--- config.mk ---
export PLATFORM = sky130hd
export DESIGN_NAME = isa_cycle_arbiter_flat
export DESIGN_NICKNAME = d
export VERILOG_FILES = /design/src/rtl/isa_cycle_arbiter_if.sv /design/src/rtl/isa_cycle_arbiter.sv /design/src/flat_wrapper.sv
export SDC_FILE = /design/constraint.sdc
export NUM_CORES = 1
export LEC_CHECK = 0
export CAP_MARGIN = 40
export CORE_MARGIN = 8
export CORE_UTILIZATION = 35
export DETAILED_ROUTE_END_ITERATION = 8
export PLACE_DENSITY = 0.81
export RECOVER_POWER = 50
export SYNTH_ARGS = -nofsm -noshare
export SYNTH_HDL_FRONTEND = slang
export SYNTH_SLANG_ARGS = --single-unit
--- constraint.sdc ---
create_clock -name clk -period 2.4 [get_ports clk]
set_input_delay 0.48 -clock clk [delete_from_list [all_inputs] [get_ports clk]]
set_output_delay 0.48 -clock clk [all_outputs]
set_load 0.02 [all_outputs]
--- src/rtl/isa_cycle_arbiter_if.sv ---
// Requester-side bus of the ISA cycle arbiter.
// Two requesters share one read-data return path.
interface isa_cycle_arbiter_if;
    logic        req0;
    logic        req1;
    logic        wr0;
    logic        wr1;
    logic [15:0] addr0;
    logic [15:0] addr1;
    logic [7:0]  wdata0;
    logic [7:0]  wdata1;
    logic        ack0;
    logic        ack1;
    logic [7:0]  rdata;

    modport master (
        output req0, req1, wr0, wr1,
        output addr0, addr1, wdata0, wdata1,
        input  ack0, ack1, rdata
    );

    modport slave (
        input  req0, req1, wr0, wr1,
        input  addr0, addr1, wdata0, wdata1,
        output ack0, ack1, rdata
    );
endinterface

--- src/rtl/isa_cycle_arbiter.sv ---
// Round-robin arbiter feeding one ISA bus engine from two requesters.
// Define ARB_TIMEOUT_EN to add the WAIT watchdog and timeout_err output.
module isa_cycle_arbiter (
    input  logic                clk,
    input  logic                reset,
    isa_cycle_arbiter_if.slave  bus,
    output logic                eng_rd_req,
    output logic                eng_wr_req,
    output logic [15:0]         eng_addr,
    output logic [7:0]          eng_wdata,
    input  logic                eng_data_read_n,
    input  logic                eng_done_n,
    input  logic [7:0]          eng_rdata,
`ifdef ARB_TIMEOUT_EN
    output logic                timeout_err,
`endif
    output logic                busy
);

    typedef enum logic [1:0] {
        IDLE,
        WAIT,
        ACK
    } state_t;

    state_t      state, state_nxt;
    logic        owner, owner_nxt;
    logic        ptr, ptr_nxt;
    logic        rd_nxt, wr_nxt;
    logic [15:0] addr_nxt;
    logic [7:0]  wdata_nxt;
    logic [7:0]  rdata_q, rdata_nxt;
    logic        sel_wr;

`ifdef ARB_TIMEOUT_EN
    logic [5:0]  wd_cnt, wd_cnt_nxt;
    logic        to_q, to_nxt;
`endif

    always_ff @(posedge clk or negedge reset) begin
        if (!reset) begin
            state      <= IDLE;
            owner      <= 1'b0;
            ptr        <= 1'b0;
            eng_rd_req <= 1'b0;
            eng_wr_req <= 1'b0;
            eng_addr   <= '0;
            eng_wdata  <= '0;
            rdata_q    <= '0;
`ifdef ARB_TIMEOUT_EN
            wd_cnt     <= '0;
            to_q       <= 1'b0;
`endif
        end else begin
            state      <= state_nxt;
            owner      <= owner_nxt;
            ptr        <= ptr_nxt;
            eng_rd_req <= rd_nxt;
            eng_wr_req <= wr_nxt;
            eng_addr   <= addr_nxt;
            eng_wdata  <= wdata_nxt;
            rdata_q    <= rdata_nxt;
`ifdef ARB_TIMEOUT_EN
            wd_cnt     <= wd_cnt_nxt;
            to_q       <= to_nxt;
`endif
        end
    end

    always_comb begin
        state_nxt = state;
        owner_nxt = owner;
        ptr_nxt   = ptr;
        rd_nxt    = eng_rd_req;
        wr_nxt    = eng_wr_req;
        addr_nxt  = eng_addr;
        wdata_nxt = eng_wdata;
        rdata_nxt = rdata_q;
        sel_wr    = 1'b0;
`ifdef ARB_TIMEOUT_EN
        wd_cnt_nxt = wd_cnt;
        to_nxt     = to_q;
`endif
        unique case (state)
            IDLE: begin
                if (bus.req0 | bus.req1) begin
                    // Contention goes to the pointer; a lone request always wins.
                    owner_nxt = (bus.req0 & bus.req1) ? ptr : bus.req1;
                    sel_wr    = owner_nxt ? bus.wr1 : bus.wr0;
                    addr_nxt  = owner_nxt ? bus.addr1 : bus.addr0;
                    wdata_nxt = owner_nxt ? bus.wdata1 : bus.wdata0;
                    wr_nxt    = sel_wr;
                    rd_nxt    = ~sel_wr;
                    state_nxt = WAIT;
`ifdef ARB_TIMEOUT_EN
                    wd_cnt_nxt = '0;
`endif
                end
            end
            WAIT: begin
                if (!eng_data_read_n)
                    rdata_nxt = eng_rdata;
`ifdef ARB_TIMEOUT_EN
                wd_cnt_nxt = wd_cnt + 6'd1;
`endif
                if (!eng_done_n) begin
                    rd_nxt    = 1'b0;
                    wr_nxt    = 1'b0;
                    ptr_nxt   = ~owner;
                    state_nxt = ACK;
                end
`ifdef ARB_TIMEOUT_EN
                else if (wd_cnt_nxt == 6'd63) begin
                    rd_nxt    = 1'b0;
                    wr_nxt    = 1'b0;
                    rdata_nxt = 8'hFF;
                    to_nxt    = 1'b1;
                    ptr_nxt   = ~owner;
                    state_nxt = ACK;
                end
`endif
            end
            ACK: begin
                state_nxt = IDLE;
`ifdef ARB_TIMEOUT_EN
                to_nxt    = 1'b0;
`endif
            end
            default: state_nxt = IDLE;
        endcase
    end

    assign bus.ack0  = (state == ACK) & ~owner;
    assign bus.ack1  = (state == ACK) & owner;
    assign bus.rdata = rdata_q;
    assign busy      = (state != IDLE);
`ifdef ARB_TIMEOUT_EN
    assign timeout_err = to_q;
`endif

endmodule
--- src/flat_wrapper.sv ---
// flat-port wrapper written by rule: the top's interface ports become plain ports
module isa_cycle_arbiter_flat 
  (clk, reset, eng_rd_req, eng_wr_req, eng_addr, eng_wdata, eng_data_read_n, eng_done_n, eng_rdata, busy, bus_req0, bus_req1, bus_wr0, bus_wr1, bus_addr0, bus_addr1, bus_wdata0, bus_wdata1, bus_ack0, bus_ack1, bus_rdata);
  isa_cycle_arbiter_if bus_i ();
  input  logic clk;
  input  logic reset;
  output logic eng_rd_req;
  output logic eng_wr_req;
  output logic [15:0] eng_addr;
  output logic [7:0] eng_wdata;
  input  logic eng_data_read_n;
  input  logic eng_done_n;
  input  logic [7:0] eng_rdata;
  output logic busy;
  input wire logic [$bits(bus_i.req0)-1:0] bus_req0;
  input wire logic [$bits(bus_i.req1)-1:0] bus_req1;
  input wire logic [$bits(bus_i.wr0)-1:0] bus_wr0;
  input wire logic [$bits(bus_i.wr1)-1:0] bus_wr1;
  input wire logic [$bits(bus_i.addr0)-1:0] bus_addr0;
  input wire logic [$bits(bus_i.addr1)-1:0] bus_addr1;
  input wire logic [$bits(bus_i.wdata0)-1:0] bus_wdata0;
  input wire logic [$bits(bus_i.wdata1)-1:0] bus_wdata1;
  output wire logic [$bits(bus_i.ack0)-1:0] bus_ack0;
  output wire logic [$bits(bus_i.ack1)-1:0] bus_ack1;
  output wire logic [$bits(bus_i.rdata)-1:0] bus_rdata;
  assign bus_i.req0 = bus_req0;
  assign bus_i.req1 = bus_req1;
  assign bus_i.wr0 = bus_wr0;
  assign bus_i.wr1 = bus_wr1;
  assign bus_i.addr0 = bus_addr0;
  assign bus_i.addr1 = bus_addr1;
  assign bus_i.wdata0 = bus_wdata0;
  assign bus_i.wdata1 = bus_wdata1;
  assign bus_ack0 = bus_i.ack0;
  assign bus_ack1 = bus_i.ack1;
  assign bus_rdata = bus_i.rdata;
  isa_cycle_arbiter u_core (.clk(clk), .reset(reset), .bus(bus_i), .eng_rd_req(eng_rd_req), .eng_wr_req(eng_wr_req), .eng_addr(eng_addr), .eng_wdata(eng_wdata), .eng_data_read_n(eng_data_read_n), .eng_done_n(eng_done_n), .eng_rdata(eng_rdata), .busy(busy));
endmodule
Word level (Yosys, flattened, before mapping)
Cells that the tools add are included.
- output and inout port bits: 37
- bits in registers: 38
- logic and storage cells: 40
- input bits: 64
- bitwise gates (word level): 8
- muxes and demuxes: 12
- equality and inequality tests: 4
- reductions and logical operators: 8
- operators by type and width (cell ; count):
    $mux 16 ; 1
    $mux 8 ; 1
    $reduce_and 2->1 ; 4
    $mux 1 ; 5
    $mux 2 ; 2
    $not 1->1 ; 4
    $pmux 1 s2 ; 2
    $pmux 2 s2 ; 1
    $reduce_bool 2->1 ; 2
    $and 1x1->1 ; 3
    $reduce_and 3->1 ; 1
    $eq 2x1->1 const B ; 1
    $eq 2x2->1 const B ; 1
    $logic_not 2->1 ; 1
    $ne 2x1->1 const B ; 1
    $ne 2x2->1 const B ; 1
    $or 1x1->1 ; 1

Depth between registers and ports, before layout
Gate-level depths: netlist of the first run.
- depth after elaboration: 6
- mapped depth: 6

Worst setup path before layout of the first run
OpenSTA, ideal clock, no wires.
- path type: input -> register
- start point: in bus_req1
- end point: reg u_core.eng_addr[6]
- arrival: 1.351 ns
- setup time: 0.131 ns
- stages: 6
- slack: 0.918 ns
- required time: 2.269 ns
- path through: buf_2 -> or2_2 -> buf_6 -> buf_6 -> a21oi_1 -> a31oi_1
- cells in the longest elaborated chain, start to end: 3
- ends and longest elaborated chain (what ; line ; source):
    from (decl) ; flat_wrapper.sv:16 ; input wire logic [$bits(bus_i.req1)-1:0] bus_req1;
    $and 1x1->1 ; isa_cycle_arbiter.sv:88 ; owner_nxt = (bus.req0 & bus.req1) ? ptr : bus.req1;
    $mux 1 ; isa_cycle_arbiter.sv:88 ;
    $mux 16 ; isa_cycle_arbiter.sv:90 ; addr_nxt = owner_nxt ? bus.addr1 : bus.addr0;
    to (signal assigned) ; isa_cycle_arbiter.sv:60 ; eng_addr <= addr_nxt;
    to (decl) ; isa_cycle_arbiter.sv:9 ; output logic [15:0] eng_addr,
Several ways; a longest one is shown, not always the timed one.
A chain may end at the register's enable or synchronous reset.

Final worst setup path of the first run
- start point: reg u_core.state[0]
- end point: out bus_ack0
- cells in the longest elaborated chain, start to end: 2
- ends and longest elaborated chain (what ; line ; source):
    from (decl) ; isa_cycle_arbiter.sv:26 ; state_t state, state_nxt;
    from (signal assigned) ; isa_cycle_arbiter.sv:55 ; state <= state_nxt;
    $eq 2x2->1 ; isa_cycle_arbiter.sv:133 ; assign bus.ack0 = (state == ACK) & ~owner;
    $and 1x1->1 ; isa_cycle_arbiter.sv:133 ;
    to (decl) ; flat_wrapper.sv:23 ; output wire logic [$bits(bus_i.ack0)-1:0] bus_ack0;
Every way passes these cells.

==> results.md, run 1 <==
- The ratio of cells with drive above 1 in the final layout is 8.51%.
- The worst hold slack across all endpoints is 0.332 ns.
- The commonest register cell after synthesis is dfrtp_1.
- The violation count after the first detailed-route iteration is 136.
- The standard cell core area is 5040 um^2.
- Max-cap violations in this run came to 0.
- After synthesis the netlist holds a flip-flop and latch count of 38.
- Buffers inserted to repair hold after CTS numbered 0.
- The first detailed-routing pass ran for 4 iterations.
- The average cell area after synthesis is 9.81 um^2.
- The Yosys warning count is 0.
- The total wire length is 6070 um.
- Setup repair after global routing left no endpoint under its margin.
- The final setup slack of the worst path is 0.318 ns.
- Detailed placement finished with a half-perimeter wire length of 4570 um.
- From synthesis to final layout, the design area changed by 62.2%.
- By count the netlist is led by 38 x dfrtp_1, 27 x o21ai_0, 25 x a31oi_1, 25 x nand3_1, 24 x a21oi_1.
- The setup skew after layout is 0.00442 ns.
- The final layout contains 345 nets.
- The repair_antennas step left the layout with diodes totalling 0.
- The CTS H-tree depth is 2.
- The critical path arrival is 1.60 ns.
- For this run, design rule violations remaining after detail routing come to 0.
- Post-CTS timing repair inserted 0 buffers for setup.
- The die height is 88.0 um.
- The largest buffer count on any clock path is 2.
- The routed layout has 1854 vias.
- The highest clock frequency the design can meet is 480 MHz.
- After technology mapping, the gate count stands at 185.
- The largest fanout on the critical path is 5.
- Input and output buffers added on the ports amount to 100.
- The layout has 462 filler cells.
- Yosys mapped the design onto 27 distinct sky130hd cell types.
- The count of flip-flops with a built-in enable after synthesis is 0.
- Yosys attributes the largest share of cell area to dfrtp_1 52%, a31oi_1 8.6%, o21ai_0 7.4%.
- The routed design could run at a clock period as short as 2.08 ns.
- Measured against its own limit, the worst slew margin works out to 35.9%.
- After global routing the overflow that remains totals 0.
- Row generation in the floorplan step produced 26 rows.
- Across every metal layer, demand over resource in global routing totals 15.9%.
- The synthesized netlist occupies a cell area of 1820 um^2.
- The starting density of the core is 36.0%.
- The insertion delay of the later-clocked pin in the worst-skew pair is 0.29 ns.
- The number of resized instances in the post-cts repair step is 0.
- The clock net in this run drives a total of 38 sinks.
- The worst ir drop on vdd is 0.513 mV.
- The clock tree from TritonCTS is yes.
- The number of endpoints with negative hold slack in the final report was 0.
- The kind of critical path is flop to primary output.
- The worst-case reg-to-reg path depth is 3.
- The number of antenna violations at the first check in global routing is 0.
- Cells fill 58.4% of the core in the end.
- Clock-pin slew was measured on the worst setup and hold paths at 0.08 ns.
- Once detail routing completed, the nets flagged for antenna violations numbered 0.
- The sequential fraction of the synthesis area is 52.4%.
- The class of the tightest hold or removal check is input pin to asynchronous set/reset pin.
- The net count of the mapped netlist is 249.
- The async set-or-reset flop fraction in the synthesized netlist is 100%.
- For this design the static power due to leakage is 0.00115 uW.
- The final count of negative-setup-slack endpoints is 0.
- 101 I/O pins were placed.
- The via count of the first global-routing pass is 1848.
- The total power density per cell area is 1200 nW/um^2.
- STA classifies the critical path endpoint as a primary output.
- In this run, CTS created clock tree buffers numbering 5.
- The last weighted congestion value of the routability-driven placer is 0.766.
- The total cell area at the placement stage is 2860 um^2.
- The largest net degree at the start of global routing is 39.
- The setup slack at placement is 0.252 ns.
- The sum of negative setup slack is 0 ns.
- For the worst setup path, the data required time is 1.92 ns.
- The final instance area is 2950 um^2.
- The final critical path takes up 86.7% of the cycle.
- The first global-routing pass estimated 9570 um of wire.
- The startpoint kind of the worst setup timing path is a flop.
- The flow ran to the end, and the final reports show no timing, DRC or antenna violations.
- From left edge to right edge, the die measures 88.0 um.
- The cell sitting at the root of the clock tree is a clkbuf_8.
- The number of max-slew violations in the final report is 0.
- For the pin with the worst max-slew slack, the measured transition is 0.961 ns.
- The synthesized design spends more area on one cell type than any other, namely dfrtp_1.
- In the final routed layout, each cell accounts on average for 17.3 um.
- The area share of the leading cell type in the synthesized netlist is 52.4%.
- The average via count per standard cell is 5.27.
- The die covers 7750 um^2.
- The most instantiated library cell after synthesis is dfrtp_1.
==> flip-flops by register name, indices dropped and copies added, names as in the netlist <==
register / count
u_core.bus.rdata: 8
u_core.eng_wr_req: 1
u_core.eng_wdata: 8
u_core.eng_addr: 16
u_core.state: 2
u_core.eng_rd_req: 1
u_core.ptr: 1
u_core.owner: 1
==> metal layers <==
layer  part of all wire, %  GRT usage [%]  wire length (um)
met1                    42           19.5              2560
met2                    46           25.1              2780
met3                    11           6.57               694
met4                  0.59           4.30                36
met5                     0              0                 0
==> power by group <==
group / switching [uW] / internal (uW) / total, uW
Clock: 223 / 232 / 455
Combinational: 1010 / 906 / 1920
Sequential: 188 / 964 / 1150
Total: 1420 / 2100 / 3520
==> cell type report <==
cell class	count	area, um^2	area share [%]
Timing Repair Buffer	106	1050	35.6
Sequential cell	38	951	32.3
Multi-Input combinational cell	126	751	25.5
Tap cell	70	87.6	2.97
Clock buffer	7	86.3	2.93
Inverter	4	15.0	0.510
Clock inverter	1	5.00	0.170
==> cell families after synthesis <==
| kind of cell | share of synthesized area (%) |
|---|---|
| DFF | 52.4 |
| AOI/OAI and AO/OA | 24.8 |
| muxes | 4.96 |
| and+or+nand+nor | 11.9 |
| buffers and inverters | 6.00 |
==> critical path, cell delays in order, from the launching register on <==
cell and delay [ns]:
dfrtp_1 0.44, nor3b_1 0.23, clkdlybuf4s50_1 0.64
==> stage by stage <==
| stage | instances | total power, uW |
|---|---|---|
| final | 352 | 3520 |
| after global routing | 352 | 3760 |
| after CTS | 352 | 3600 |
| after detailed placement | 344 | 3140 |
| after global placement | 344 | 3080 |
| after floorplan | 185 | 2180 |
==> layout by cell type, fill, tap and decap left out, types with 2 or more instances in the layout <==
cell type        Yosys  routed
clkbuf_1             9       2
nand3_1             25      25
dlygate4sd3_1        0       7
a21oi_1             24      24
dfrtp_1             38      38
inv_1                4       4
nor2_1               1       2
a31oi_1             25      25
buf_4                1       4
nand2b_1             2       2
clkdlybuf4s50_1      0      92
mux2_2               8       8
clkbuf_8             0       6
nor2_4               2       2
o21ai_0             27      27
==> worst paths after layout <==
kind / startpoint / endpoint / slack [ns]
min in group clk: u_core.bus.rdata[2] / u_core.bus.rdata[2] / 0.50
setup / recovery: u_core.state[0] / bus_ack0 / 0.32
hold reg to reg: u_core.bus.rdata[2] / u_core.bus.rdata[2] / 0.50
hold / removal: reset / u_core.eng_wdata[4] / 0.33
max in group asynchronous: reset / u_core.bus.rdata[5] / 1.48
setup reg to reg: u_core.state[1] / u_core.bus.rdata[0] / 0.75
(Power assumes the default switching activity.)
==> inputs of run 2 (changes only) <==
Settings changed: PLACE_DENSITY 0.81 to 0.84.
Clock period 2.4 ns to 1.9 ns, I/O delays scaled along.
==> results.md, run 2 (synthesis gave the netlist of run 1 again) <==
- TritonCTS built the clock tree.
- The final instance area is 3010 um^2.
- The number of antenna violations at the first check in global routing is 0.
- The via count is 1868.
- The synthesis-to-layout area growth is 65.7%.
- Clock latency on the worst-skew pair, taken at its later pin, is 0.29 ns.
- The standard cell core area is 5040 um^2.
- The average via count per standard cell is 5.20.
- The buffer count from post-CTS setup fixing is 0.
- The half-perimeter wire length after placement is 4660 um.
- After filler insertion, the fill cell instance count of the layout stands at 447.
- The most flop-heavy register is u_core.eng_addr.
- The critical path arrival is 1.32 ns.
- The beginning of the critical path is u_core.eng_addr[2].
- The number of max-capacitance violations reported is 0.
- Setup repair after global routing left no endpoint under its margin.
- The final period demand of the worst path is 1.70 ns.
- The number of endpoints with negative hold slack in the final report was 0.
- The cell with the largest stage delay on the worst path is dlygate4sd3_1.
- The post-layout net count is 352.
- The final routed wire length divided by cell count is 16.8 um.
- The cell class contributing the biggest share of worst-path delay is buffers and inverters.
- The number of buffers added on ports is 100.
- Measured against its own limit, the worst slew margin works out to 37.3%.
- In this run, CTS created clock tree buffers numbering 5.
- The endpoint kind of the worst setup timing path is a primary output.
- The worst hold slack across all endpoints is 0.307 ns.
- Leaving out fill and tap cells, the most frequent cells in the layout are 89 x clkdlybuf4s50_1, 38 x dfrtp_1, 27 x o21ai_0.
- The ratio of cells with drive above 1 in the final layout is 11.4%.
- The required time of the critical path is 1.52 ns.
- The post-layout utilization of the core is 59.7%.
- Measured along the y axis, the die boundary spans 88.0 um.
- The starting density of the core is 36.0%.
- The critical path goes through dlygate4sd3_1.
- The first-pass GRT wire length is 9400 um.
- The floorplan step defined a die boundary enclosing 7750 um^2.
- The kind of critical path is flop to primary output.
- For this design the static power due to leakage is 0.00120 uW.
- The largest buffer count on any clock path is 2.
- The cell sitting at the root of the clock tree is a clkbuf_8.
- Global routing finished with a remaining overflow of 0.
- In this design, the stage delay of the slowest critical-path cell is 0.65 ns.
- The largest fanout on the critical path is 2.
- 101 I/O pins were placed.
- For this block, the initial DRC count from the detailed router was 76.
- Static timing analysis puts the maximum clock frequency at 588 MHz.
- The total power density per cell area is 1510 nW/um^2.
- Measured along the x axis, the die boundary spans 88.0 um.
- The class of the tightest hold or removal check is input pin to asynchronous set/reset pin.
- The CTS H-tree depth is 2.
- The total wire length is 6030 um.
- In the final layout, the multi-input gates occupy 751 um^2.
- The clock arrives with 0.00497 ns of skew.
- The placed instances occupy a cell area of 2920 um^2.
- The via count of the first global-routing pass came to 1967.
- The number of search-and-repair iterations in the first detailed-routing pass is 4.
- Summing all flip-flop and latch instances after layout gives 951 um^2.
- CTS saw 38 sinks.
- The number of hold buffers added after CTS was 0.
- Once detail routing completed, the nets flagged for antenna violations numbered 0.
- After clock tree synthesis, the clock-pin slew on the worst setup and hold paths is 0.08 ns.
- The transition time at the pin with the least slew margin is 0.941 ns.
- The number of buffers and inverters on the critical path is 1.
- The worst-case IR drop observed on VDD is 0.639 mV.
- The run finished with clean final reports.
- The overall track demand over capacity in global routing is 15.6%.
- The number of antenna repair diodes is 0.
- The register with the most flip-flops in the layout has 16 of them.
- The number of max-slew violations in the final report is 0.
- Setup violations remaining at the end of the flow were counted as 0.
- The most common cell after layout, fill and taps aside is clkdlybuf4s50_1.
- The last weighted congestion value of the routability-driven placer is 0.745.
- For this run, design rule violations remaining after detail routing come to 0.
- The startpoint kind of the worst setup timing path is a flop.
- Power comes to 4550 uW.
- The number of core rows is 26.
- The largest net degree at the start of global routing is 39.
- The startpoint of the worst register-to-register path is u_core.state[1].
- The worst path uses 89.5% of the clock period.
-- run 2: cell types whose count changed in the layout (fill, tap and decap cells not counted), sizes merged --
cell	before	now
buf	5	13
bufinv	0	1
clkbuf	9	7
clkdlybuf4s50	92	89
clkinv	1	2
dlygate4sd2	0	2
-- run 2: layer usage --
layer | track usage (%) | vias up | routed length (um)
met5 | 0 | - | 0
met4 | 4.61 | 0 | 68
met3 | 6.00 | 6 | 585
met2 | 26.9 | 93 | 3000
met1 | 17.4 | 878 | 2380
li1 | - | 891 | -
-- run 2: worst paths after layout --
path	slack, ns	depth (start not counted)	end
min reg2reg	0.50	2	u_core.ptr
max	0.20	1	eng_addr[2]
max reg2reg	0.24	3	u_core.bus.rdata[3]
max in group asynchronous	1.01	2	u_core.eng_wdata[2]
min	0.31	2	u_core.ptr
min in group clk	0.50	2	u_core.ptr
-- run 2: layout make-up --
cell class / instances / share of cell area (%)
clock inverter: 3 / 1.33
sequential: 38 / 31.6
clock buffer: 5 / 2.29
timing repair buffer: 113 / 36.4
tap: 70 / 2.91
multi-input combinational: 126 / 25.0
inverter: 4 / 0.499
-- run 2: metrics by stage --
step / worst slack (ns) / cells / setup TNS, ns
after floorplan: 0.517 / 185 / 0
after detailed placement: -0.0289 / 351 / -0.346
after global placement: 0.0592 / 351 / 0
after global routing: 0.0844 / 359 / 0
after CTS: 0.0375 / 359 / 0
final: 0.200 / 359 / 0
-- run 2: power by group --
part / total, uW / leakage [uW] / internal [uW] / switching, uW
clock network: 669 / 0.0000579 / 386 / 283
registers: 1460 / 0.000435 / 1220 / 238
logic: 2430 / 0.000705 / 1150 / 1270
-- run 2: repair_timing --
action / 4_1_cts / 5_1_grt
resized for setup: 2 / 1
setup endpoints to repair: 2 / 1
gates cloned: 0 / 0
==> inputs of run 3 (changes only) <==
Settings changed: SLEW_MARGIN set to 20.
==> results of run 3 <==
Final layout, timing and power as in run 2 (identical DEF).
